File: config.mk
export PLATFORM = sky130hd
export DESIGN_NAME = wb_cmd_master
export DESIGN_NICKNAME = d
export VERILOG_FILES = /design/src/rtl/wb_cmd_master.sv
export SDC_FILE = /design/constraint.sdc
export NUM_CORES = 1
export LEC_CHECK = 0
export BUFFER_PORTS_ARGS = -buffer_cell sky130_fd_sc_hd__buf_4
export CAP_MARGIN = 20
export CELL_PAD_IN_SITES_DETAIL_PLACEMENT = 1
export CELL_PAD_IN_SITES_GLOBAL_PLACEMENT = 2
export CORE_MARGIN = 8
export CORE_UTILIZATION = 26
export DETAILED_ROUTE_END_ITERATION = 8
export GPL_TIMING_DRIVEN = 0
export MAX_ROUTING_LAYER = met4
export PLACE_DENSITY = 0.73
export SYNTH_ARGS = -nofsm -noshare
export SYNTH_HDL_FRONTEND = slang
export SYNTH_SLANG_ARGS = --single-unit
File: constraint.sdc
create_clock -name wb_clk_i -period 1.3 [get_ports wb_clk_i]
set_clock_uncertainty 0.1 [all_clocks]
set_input_delay 0.26 -clock wb_clk_i [delete_from_list [all_inputs] [get_ports wb_clk_i]]
set_output_delay 0.26 -clock wb_clk_i [all_outputs]
set_load 0.03 [all_outputs]
File: src/rtl/wb_cmd_master.sv
// rtl/wb_cmd_master.sv - Wishbone classic-cycle initiator fed by a valid/ready command port; optional timeout via WB_CMD_MASTER_TIMEOUT_EN
module wb_cmd_master #(
    parameter int BITS    = 32,
    parameter int TIMEOUT = 255
) (
    input  logic            wb_clk_i,
    input  logic            wb_rst_ni,
    input  logic            cmd_valid_i,
    output logic            cmd_ready_o,
    input  logic [BITS-1:0] cmd_adr_i,
    input  logic [BITS-1:0] cmd_dat_i,
    input  logic            cmd_we_i,
    input  logic [3:0]      cmd_sel_i,
    output logic            resp_valid_o,
    input  logic            resp_ready_i,
    output logic [BITS-1:0] resp_dat_o,
    output logic [1:0]      resp_status_o,
    output logic            wbm_cyc_o,
    output logic            wbm_stb_o,
    output logic            wbm_we_o,
    output logic [BITS-1:0] wbm_adr_o,
    output logic [BITS-1:0] wbm_dat_o,
    output logic [3:0]      wbm_sel_o,
    input  logic [BITS-1:0] wbm_dat_i,
    input  logic            wbm_ack_i,
    input  logic            wbm_err_i,
    output logic            busy_o
);

    typedef enum logic [1:0] {IDLE, BUS, RESP} state_t;

    state_t state;
    state_t state_nxt;
    logic   accept;
    logic   misaligned;
    logic   term_to;
    logic   term;

    // A TIMEOUT below 2 leaves no room for even a zero-wait slave.
    if (TIMEOUT < 2) begin : g_timeout_check
        $error("wb_cmd_master: TIMEOUT must be >= 2");
    end

    assign accept     = cmd_valid_i && (state == IDLE);
    assign misaligned = (cmd_adr_i[1:0] != 2'b00);
    assign term       = (state == BUS) && (wbm_err_i || wbm_ack_i || term_to);

`ifdef WB_CMD_MASTER_TIMEOUT_EN
    localparam int CW = $clog2(TIMEOUT);

    logic [CW-1:0] wait_cnt;

    // Count bus cycles spent waiting; cleared on every accepted command, saturating.
    always_ff @(posedge wb_clk_i or negedge wb_rst_ni) begin
        if (!wb_rst_ni) begin
            wait_cnt <= '0;
        end else if (accept) begin
            wait_cnt <= '0;
        end else if ((state == BUS) && !term && (wait_cnt != '1)) begin
            wait_cnt <= wait_cnt + 1'b1;
        end
    end

    assign term_to = (wait_cnt == CW'(TIMEOUT - 1));
`else
    assign term_to = 1'b0;
`endif

    // State register; reset drops an in-flight cycle and any pending response.
    always_ff @(posedge wb_clk_i or negedge wb_rst_ni) begin
        if (!wb_rst_ni) begin
            state <= IDLE;
        end else begin
            state <= state_nxt;
        end
    end

    // Next-state decode and the state-derived handshake/bus controls.
    always_comb begin
        state_nxt    = state;
        cmd_ready_o  = 1'b0;
        resp_valid_o = 1'b0;
        wbm_cyc_o    = 1'b0;
        wbm_stb_o    = 1'b0;
        busy_o       = 1'b1;
        case (state)
            IDLE: begin
                cmd_ready_o = 1'b1;
                busy_o      = 1'b0;
                if (cmd_valid_i) begin
                    state_nxt = misaligned ? RESP : BUS;
                end
            end
            BUS: begin
                wbm_cyc_o = 1'b1;
                wbm_stb_o = 1'b1;
                if (term) begin
                    state_nxt = RESP;
                end
            end
            RESP: begin
                resp_valid_o = 1'b1;
                if (resp_ready_i) begin
                    state_nxt = IDLE;
                end
            end
            default: state_nxt = IDLE;
        endcase
    end

    // Capture the command onto the bus and the termination into the response.
    always_ff @(posedge wb_clk_i or negedge wb_rst_ni) begin
        if (!wb_rst_ni) begin
            wbm_adr_o     <= '0;
            wbm_dat_o     <= '0;
            wbm_we_o      <= 1'b0;
            wbm_sel_o     <= 4'h0;
            resp_dat_o    <= '0;
            resp_status_o <= 2'b00;
        end else begin
            if (accept && !misaligned) begin
                wbm_adr_o <= cmd_adr_i;
                wbm_dat_o <= cmd_dat_i;
                wbm_we_o  <= cmd_we_i;
                wbm_sel_o <= cmd_sel_i;
            end
            if (accept && misaligned) begin
                resp_status_o <= 2'b11;
                resp_dat_o    <= '0;
            end else if (term) begin
                resp_dat_o    <= (wbm_ack_i && !wbm_err_i && !wbm_we_o) ? wbm_dat_i : '0;
                resp_status_o <= wbm_err_i ? 2'b01 : (wbm_ack_i ? 2'b00 : 2'b10);
            end
        end
    end

endmodule

==> results of run 1 <==
path summary, 6_finish.rpt:
check	cells past startpoint	end	startpoint
max	6	wbm_dat_o[3]	state[0]
min	1	wbm_dat_o[4]	wb_rst_ni
max reg2reg	6	wbm_dat_o[3]	state[0]
min reg2reg	1	wbm_dat_o[10]	wbm_dat_o[10]
max in group asynchronous	2	resp_dat_o[31]	wb_rst_ni
min in group wb_clk_i	2	wbm_adr_o[22]	cmd_adr_i[22]
power groups by stage:
stage	Sequential (W)	Combinational (W)	Clock, W
after global routing	0.00490	0.00720	0.00290
after global placement	0.00473	0.00558	0
after CTS	0.00473	0.00616	0.00279
after detailed placement	0.00475	0.00566	0
final	0.00480	0.00685	0.00267
after floorplan	0.00643	0.00162	0
layer usage:
metal | track usage, % | share of wire [%]
met5 | - | 0
met2 | 24.8 | 51
met1 | 17.0 | 40
met3 | 5.26 | 7.7
met4 | 4.44 | 1.1
placed cells by master (no fill, tap or decap), types with 2 or more instances in the layout:
cell / instances
o21ai_1: 9
mux2_4: 67
a21oi_2: 27
buf_12: 12
clkbuf_8: 2
buf_2: 5
clkbuf_16: 11
nand2b_4: 2
a21oi_1: 4
dfrtp_1: 104
buf_16: 2
clkbuf_2: 2
clkbuf_1: 4
buf_4: 211
inv_1: 2
inv_6: 3
buf_8: 5
a221o_1: 2
buf_6: 58
and2_4: 2
nor2_1: 3
nand4_1: 32
o21ai_0: 24
sequential cells by signal, summed over array words and instances, names as in the netlist:
register,flops
wbm_we_o,1
wbm_adr_o,32
state,2
resp_dat_o,32
wbm_sel_o,4
resp_status_o,2
wbm_dat_o,32
worst register-to-register path, cell delays in order, from the launching register on:
cell     delay (ns)
dfrtp_2        0.43
buf_6          0.13
nor2_4         0.15
nand3_4        0.12
buf_12         0.18
buf_12         0.15
mux2_4         0.30
area by class of cell:
class	count	area (um2)	share of cell area [%]
inverters	3	18.8	0.243
plain buffers	28	325	4.21
repair buffers	272	2380	30.8
flip-flops and latches	105	2630	34.0
multi-input cells	181	1810	23.4
clock inverters	4	33.8	0.437
clock buffers	12	256	3.32
well taps	225	282	3.64
through the flow:
step | setup slack, ns | std cells | utilization (%) | total power (W) | area [um2]
global placement | -0.360 | 756 | 37.6 | 0.0103 | 6410
CTS | -0.391 | 801 | 43.0 | 0.0137 | 7340
global route | -0.445 | 830 | 45.3 | 0.0150 | 7730
finish | -0.368 | 830 | 45.3 | 0.0143 | 7730
detailed placement | -0.410 | 757 | 37.8 | 0.0104 | 6440
floorplan | -0.228 | 317 | - | 0.00806 | 4530
repair_timing:
item	4_1_cts	5_1_grt
endpoints found under the setup margin	117	164
pin swaps	5	1
buffers inserted	23	32
gates resized for setup	80	59
hold endpoints to repair	58	58
cloned	5	2
kinds of logic (layout without fill, tap and decap cells):
logic type / Yosys count / after routing / synth area share, %
buffers and inverters: 31 / 319 / 4.41
AO/OA/AOI/OAI: 68 / 68 / 7.81
flip-flops: 105 / 105 / 58.6
AND/OR/NAND/NOR: 46 / 46 / 6.80
multiplexers: 67 / 67 / 22.4
==> run summary, run 1 <==
Hold/Removal Path Class: in -> async
PnR worst setup slack: -0.368 ns
Mapped Avg Cell Area: 14.2 um2
Final Cycle Share: 128%
Peak VDD IR: 0.966 mV
initial antenna violation count: 0
Post-route DRC: 0
critical path type: reg -> reg
Post-DRT Antenna Nets: 0
Switch Pwr: 0.00516 W
syn nets: 424
H-tree Lvls: 3
Min Clock Period, post-route: 1.67 ns
largest net degree at the start of global routing: 60
vias: 3,701
Commonest cells post-synth: 105 x dfrtp_1, 67 x mux2_4, 34 x o21ai_0, 32 x a21oi_1, 32 x nand4_1
GR Util All Layers: 15.1%
leakage power: 3.88 nW
1st-iter DRT viols: 94
via count of the first global-routing pass: 4,311
EDFF count, synth: 0
outcome: finished with violations
die area: 21,700 um2
GRT Residual Overflow: 0
CP bufs+invs: 3
Hold Vio Cnt, Final: 58
CTS tree: yes
P_int: 0.00916 W
FF+latch count, synth: 105
CTS Root Buffer Type: clkbuf_16
Clock Power Share: 18.7%
max-cap viol count: 0
share of post-route cells with drive strength above 1: 69.4%
Ys Warns: 0
Switching Share: 36.1%
Port Buf Inserts: 214
Placer Congestion: 0.689
crit-path max cell delay: 0.43 ns
RSZ-0062 raised after global routing: true
post-synthesis instance total: 317
ys flop type: dfrtp_1
Crit Path Max Fanout: 10
DRT Pass-1 Iters: 4
failing checks: negative hold slack, negative setup slack
Final HPWL DP: 11.5 mm
post-synth top area cell: dfrtp_1
CORE AREA: 17,100 um2
Initial Util: 26.3%
crit path cell chain: buf_6 > nor2_4 > nand3_4 > buf_12 > buf_12 > mux2_4
CTS max path bufs: 2
Synth async-reset ratio: 100%
Slowest-stage cell, CP: dfrtp_2
synth unique cells: 24
Slew Limit Fails: 0
Reg power frac: 33.5%
Worst slew margin: 46.2%
Synth area leaders: dfrtp_1 59%, mux2_4 22%, nand4_1 4.5%
final worst hold slack: -0.109 ns
site row count: 48
setup TNS: -32.45 ns
CP Capture Type: register
wire length per cell: 19.4 um
ant diodes: 0
Top Ports: 215
Total Nets Final: 707
via-per-instance ratio: 4.46
post-synthesis sequential area ratio: 58.6%
Tightest Pin Transition: 0.807 ns
Logic pwr share: 47.8%
Cell Pwr Density: 1850 nW/um2
CP Launch Type: register
clock latency on the worst-skew pair: 0.34 ns
Yosys top cell area share: 58.6%
final setup vio count: 111
Fillers: 1,832
Clock Pin Slew Worst Setup and Hold Paths: 0.07 ns
Critical Path RT: 1.43 ns
FF-to-FF setup slack: -0.37 ns
total wire length: 16.1 mm
cell family with most CP delay: buffers and inverters
Syn-to-layout area delta: 72.4%
synthesized area: 4490 um2
Worst Path Arrival: 1.80 ns
Die Width: 147 um
cts bufs inserted: 9
Die H: 147 um
Clock Sinks: 105
Fmax achieved: 600 MHz
most frequent CP cell: buf_12
global-route wire length before repair: 25.1 mm
most common cell in the netlist: dfrtp_1
(Power assumes the default switching activity.)
==> inputs of run 2 (changes only) <==
--- a/config.mk
+++ b/config.mk
@@ -10,11 +10,11 @@
 export CELL_PAD_IN_SITES_DETAIL_PLACEMENT = 1
 export CELL_PAD_IN_SITES_GLOBAL_PLACEMENT = 2
 export CORE_MARGIN = 8
-export CORE_UTILIZATION = 26
+export CORE_UTILIZATION = 31
 export DETAILED_ROUTE_END_ITERATION = 8
 export GPL_TIMING_DRIVEN = 0
 export MAX_ROUTING_LAYER = met4
-export PLACE_DENSITY = 0.73
+export PLACE_DENSITY = 0.93
 export SYNTH_ARGS = -nofsm -noshare
 export SYNTH_HDL_FRONTEND = slang
 export SYNTH_SLANG_ARGS = --single-unit
==> constraint.sdc (replaced) <==
create_clock -name wb_clk_i -period 2.05 [get_ports wb_clk_i]
set_clock_uncertainty 0.1 [all_clocks]
set_input_delay 0.41 -clock wb_clk_i [delete_from_list [all_inputs] [get_ports wb_clk_i]]
set_output_delay 0.41 -clock wb_clk_i [all_outputs]
set_load 0.03 [all_outputs]
==> run summary, run 2 (same netlist as run 1, synthesis figures left out) <==
GRT Residual Overflow: 0
cell area after layout: 6650 um2
Cell Pwr Density: 1240 nW/um2
multi-input logic area: 1670 um2
CP Launch Type: register
via-per-instance ratio: 4.84
setup TNS: 0 ns
vias: 3,534
critical path type: reg -> out
share of post-route cells with drive strength above 1: 59.3%
Slew Limit Fails: 0
Peak VDD IR: 0.669 mV
Critical Path RT: 1.54 ns
Hold/Removal Path Class: in -> async
Reg area: 2630 um2
placed inst area: 6350 um2
via count of the first global-routing pass: 3,996
DRT Pass-1 Iters: 4
die area: 18,600 um2
site row count: 44
post-CTS setup buffer count: 0
1st-iter DRT viols: 111
Min Clock Period, post-route: 1.95 ns
largest net degree at the start of global routing: 56
total wire length: 14.2 mm
Worst Setup SP: state[1]
leakage power: 3.42 nW
Top Registers: resp_dat_o: 32 flops, wbm_adr_o: 32 flops, wbm_dat_o: 32 flops
CTS max path bufs: 2
Tightest Pin Transition: 0.693 ns
initial antenna violation count: 0
Hold Vio Cnt, Final: 0
wire length per cell: 19.5 um
Placer Congestion: 0.788
GR Util All Layers: 15.8%
CTS tree: yes
Total Nets Final: 649
max-cap viol count: 0
Worst Path Arrival: 1.44 ns
Clock Pin Slew Worst Setup and Hold Paths: 0.07 ns
global-route wire length before repair: 22.2 mm
clock latency on the worst-skew pair: 0.34 ns
Initial Util: 31.3%
Crit Path Max Fanout: 19
RSZ-0062 raised after global routing: false
most frequent cells in the layout: 217 x buf_4, 105 x dfrtp_1, 67 x mux2_4
Fillers: 1,528
Die Width: 136 um
CTS Root Buffer Type: clkbuf_16
CORE AREA: 14,300 um2
Post-route DRC: 0
Post-DRT Antenna Nets: 0
Top Ports: 215
Clock Sinks: 105
H-tree Lvls: 3
Syn-to-layout area delta: 48.1%
cts bufs inserted: 9
outcome: complete, no violations
CP Capture Type: output port
Final HPWL DP: 11.1 mm
reg2reg start: state[0]
Final Cycle Share: 95.0%
Port Buf Inserts: 214
Fmax achieved: 514 MHz
ant diodes: 0
final setup vio count: 0
commonest non-fill, non-tap cell in the layout: buf_4
Worst slew margin: 53.8%
Die H: 136 um
==> run 2: cell count changes in the layout (fill, tap and decap cells not counted), sizes merged <==
cell    previous run  this run
clkinv             0         3
bufinv             0         1
clkbuf            19        14
inv                6         4
buf              293       237
==> run 2: critical path, cell delays in order (launching register included) <==
cell	delay (ns)
dfrtp_1	0.41
nand2b_4	0.20
inv_4	0.19
buf_4	0.14
buf_4	0.14
==> run 2: cell type report <==
cell class,instances,area share (%)
Timing Repair Buffer,215,24.6
Inverter,3,0.207
Multi-Input combinational cell,181,25.1
Tap cell,184,3.46
Clock buffer,9,3.39
Buffer,27,2.69
Sequential cell,105,39.5
Clock inverter,6,1.04
==> run 2: final timing paths <==
| kind | to | slack [ns] | cells past startpoint |
|---|---|---|---|
| worst min-delay path | wbm_dat_o[20] | 0.01 | 1 |
| worst min register to register | wbm_adr_o[1] | 0.40 | 1 |
| min in group wb_clk_i | wbm_dat_o[28] | 0.19 | 2 |
| max in group asynchronous | state[1] | 1.11 | 2 |
| worst max register to register | wbm_dat_o[0] | 0.45 | 4 |
| worst max-delay path | wbm_stb_o | 0.10 | 4 |
==> run 2: per-layer routing <==
layer | share of wire (%) | global-route usage (%) | up-vias
met1 | 39 | 18.2 | 1790
met2 | 51 | 25.0 | 129
li1 | - | - | 1595
met5 | 0 | - | -
met3 | 7.1 | 4.95 | 20
met4 | 2.4 | 6.41 | 0
==> run 2: stage by stage <==
stage | utilization [%] | std cells | setup WS, ns | hold slack [ns] | power, W
floorplan | - | 317 | 0.403 | 0.0144 | 0.00509
CTS | 46.4 | 730 | 0.0855 | 0.0141 | 0.00834
global placement | 44.2 | 715 | 0.242 | 0.375 | 0.00647
global route | 46.4 | 730 | 0.0311 | 0.0606 | 0.00860
finish | 46.4 | 730 | 0.104 | 0.0130 | 0.00823
detailed placement | 44.4 | 716 | 0.230 | 0.377 | 0.00657
==> run 2: timing repair <==
action                     in CTS  in global routing
setup endpoints to repair       2                  0
hold buffers                    0                  0
gates resized for setup         2                  0
==> run 2: report_power, final <==
group	internal, W	switching (W)	leakage [nW]
combinational	0.00161	0.00189	1.96
sequential	0.00263	0.000374	1.32
clock	0.000948	0.000786	0.142
total	0.00519	0.00305	3.42
==> inputs of run 3 (changes only) <==
--- a/config.mk
+++ b/config.mk
@@ -15,6 +15,7 @@
 export GPL_TIMING_DRIVEN = 0
 export MAX_ROUTING_LAYER = met4
 export PLACE_DENSITY = 0.93
+export RECOVER_POWER = 50
 export SYNTH_ARGS = -nofsm -noshare
 export SYNTH_HDL_FRONTEND = slang
 export SYNTH_SLANG_ARGS = --single-unit
==> constraint.sdc (replaced) <==
create_clock -name wb_clk_i -period 2.05 [get_ports wb_clk_i]
set_clock_uncertainty 0.1 [all_clocks]
set_input_delay 0.41 -clock wb_clk_i [delete_from_list [all_inputs] [get_ports wb_clk_i]]
set_output_delay 0.41 -clock wb_clk_i [all_outputs]
set_load 0.1 [all_outputs]
==> run summary, run 3 (same netlist as run 1, synthesis figures left out) <==
dpl ws: 0.0547 ns
Worst Path Arrival: 1.46 ns
Worst Hold End: wbm_sel_o[1]
Top Ports: 215
post-CTS setup buffer count: 0
Final Util: 45.3%
clock latency on the worst-skew pair: 0.33 ns
GR Util All Layers: 15.7%
Post-DRT Antenna Nets: 0
share of post-route cells with drive strength above 1: 58.9%
leakage power: 3.37 nW
Tightest Pin Transition: 1.17 ns
Reg area: 2630 um2
Fmax achieved: 508 MHz
CP Capture Type: output port
Cell Pwr Density: 1720 nW/um2
H-tree Lvls: 3
setup TNS: 0 ns
Crit Path Max Fanout: 19
Post-route DRC: 0
Port Buf Inserts: 214
Initial Util: 31.3%
cts bufs inserted: 9
CORE AREA: 14,300 um2
most frequent cells in the layout: 145 x buf_4, 105 x dfrtp_1, 70 x clkbuf_2
final worst hold slack: 0.195 ns
1st-iter DRT viols: 128
total wire length: 14.3 mm
Clock Sinks: 105
Worst slew margin: 21.9%
Hold/Removal Path Class: in -> reg
CP Launch Type: register
max-cap viol count: 0
via-per-instance ratio: 4.75
Final Cycle Share: 96.0%
DRT Pass-1 Iters: 4
PnR worst setup slack: 0.0828 ns
site row count: 44
CTS max path bufs: 2
global-route wire length before repair: 22.2 mm
Fillers: 1,553
hold path startpoint: cmd_sel_i[1]
Total Nets Final: 650
Min Clock Period, post-route: 1.97 ns
GRT Residual Overflow: 0
largest net degree at the start of global routing: 62
die area: 18,600 um2
Final HPWL DP: 11.2 mm
reg-to-reg endpoint: wbm_adr_o[23]
initial antenna violation count: 0
outcome: complete, no violations
Hold Vio Cnt, Final: 0
CTS tree: yes
Critical Path RT: 1.54 ns
Die H: 136 um
commonest non-fill, non-tap cell in the layout: buf_4
RSZ-0062 raised after global routing: false
critical path type: reg -> out
Pwr Total: 0.0111 W
Syn-to-layout area delta: 44.4%
via count of the first global-routing pass: 4,091
Hold Crit Depth: 2
Worst Setup SP: state[1]
Placer Congestion: 0.769
final setup vio count: 0
reg2reg start: state[0]
Worst R2R Path Depth: 4
wire length per cell: 19.6 um
vias: 3,474
Peak VDD IR: 1.27 mV
ant diodes: 0
Top Registers: resp_dat_o: 32 flops, wbm_adr_o: 32 flops, wbm_dat_o: 32 flops
Clock Pin Slew Worst Setup and Hold Paths: 0.07 ns
Die Width: 136 um
Slew Limit Fails: 0
CTS Root Buffer Type: clkbuf_16
FF-to-FF setup slack: 0.11 ns
multi-input logic area: 1660 um2
-- run 3: timing repair --
action | in CTS | in global routing
gates cloned | 0 | 0
hold buffers | 1 | 0
gates resized for setup | 6 | 1
endpoints found under the setup margin | 2 | 1
pin swaps | 0 | 0
endpoints found under the hold margin | 14 | 0
-- run 3: layout make-up --
cell class	instances	area share, %
clock inverters	5	0.869
flip-flops and latches	105	40.6
repair buffers	216	22.9
clock buffers	10	3.53
well taps	184	3.55
multi-input cells	181	25.6
plain buffers	27	2.74
inverters	3	0.251
-- run 3: critical path, cell delays in order, from the launching register on --
cell and delay, ns:
dfrtp_1 0.42, nand2b_4 0.22, inv_6 0.17, buf_4 0.15
buf_12 0.16
-- run 3: how the worst max path moves through the flow --
stage	to	slack, ns
after detailed placement	wbm_stb_o	0.05
after floorplan	busy_o	-0.04
final	wbm_stb_o	0.08
after global routing	wbm_stb_o	0.004
after global placement	wbm_stb_o	0.09
after CTS	wbm_stb_o	0.02
-- run 3: report_power, final --
| part | leakage, nW | total [W] | internal, W | switching (W) |
|---|---|---|---|---|
| Sequential | 1.32 | 0.00300 | 0.00263 | 0.000369 |
| Clock | 0.139 | 0.00169 | 0.000941 | 0.000747 |
| Combinational | 1.92 | 0.00645 | 0.00143 | 0.00503 |
| Total | 3.37 | 0.0111 | 0.00500 | 0.00614 |
-- run 3: routing by layer --
layer / routed length [um] / track usage, %
met1: 5720 / 17.6
met2: 7480 / 26.7
met3: 849 / 4.14
met4: 254 / 5.43
met5: 0 / -
-- run 3: metrics by stage --
step	cells	cell area [um2]
final	731	6480
after detailed placement	716	6350
after CTS	731	6670
after global placement	715	6330
after global routing	731	6480
after floorplan	317	4490
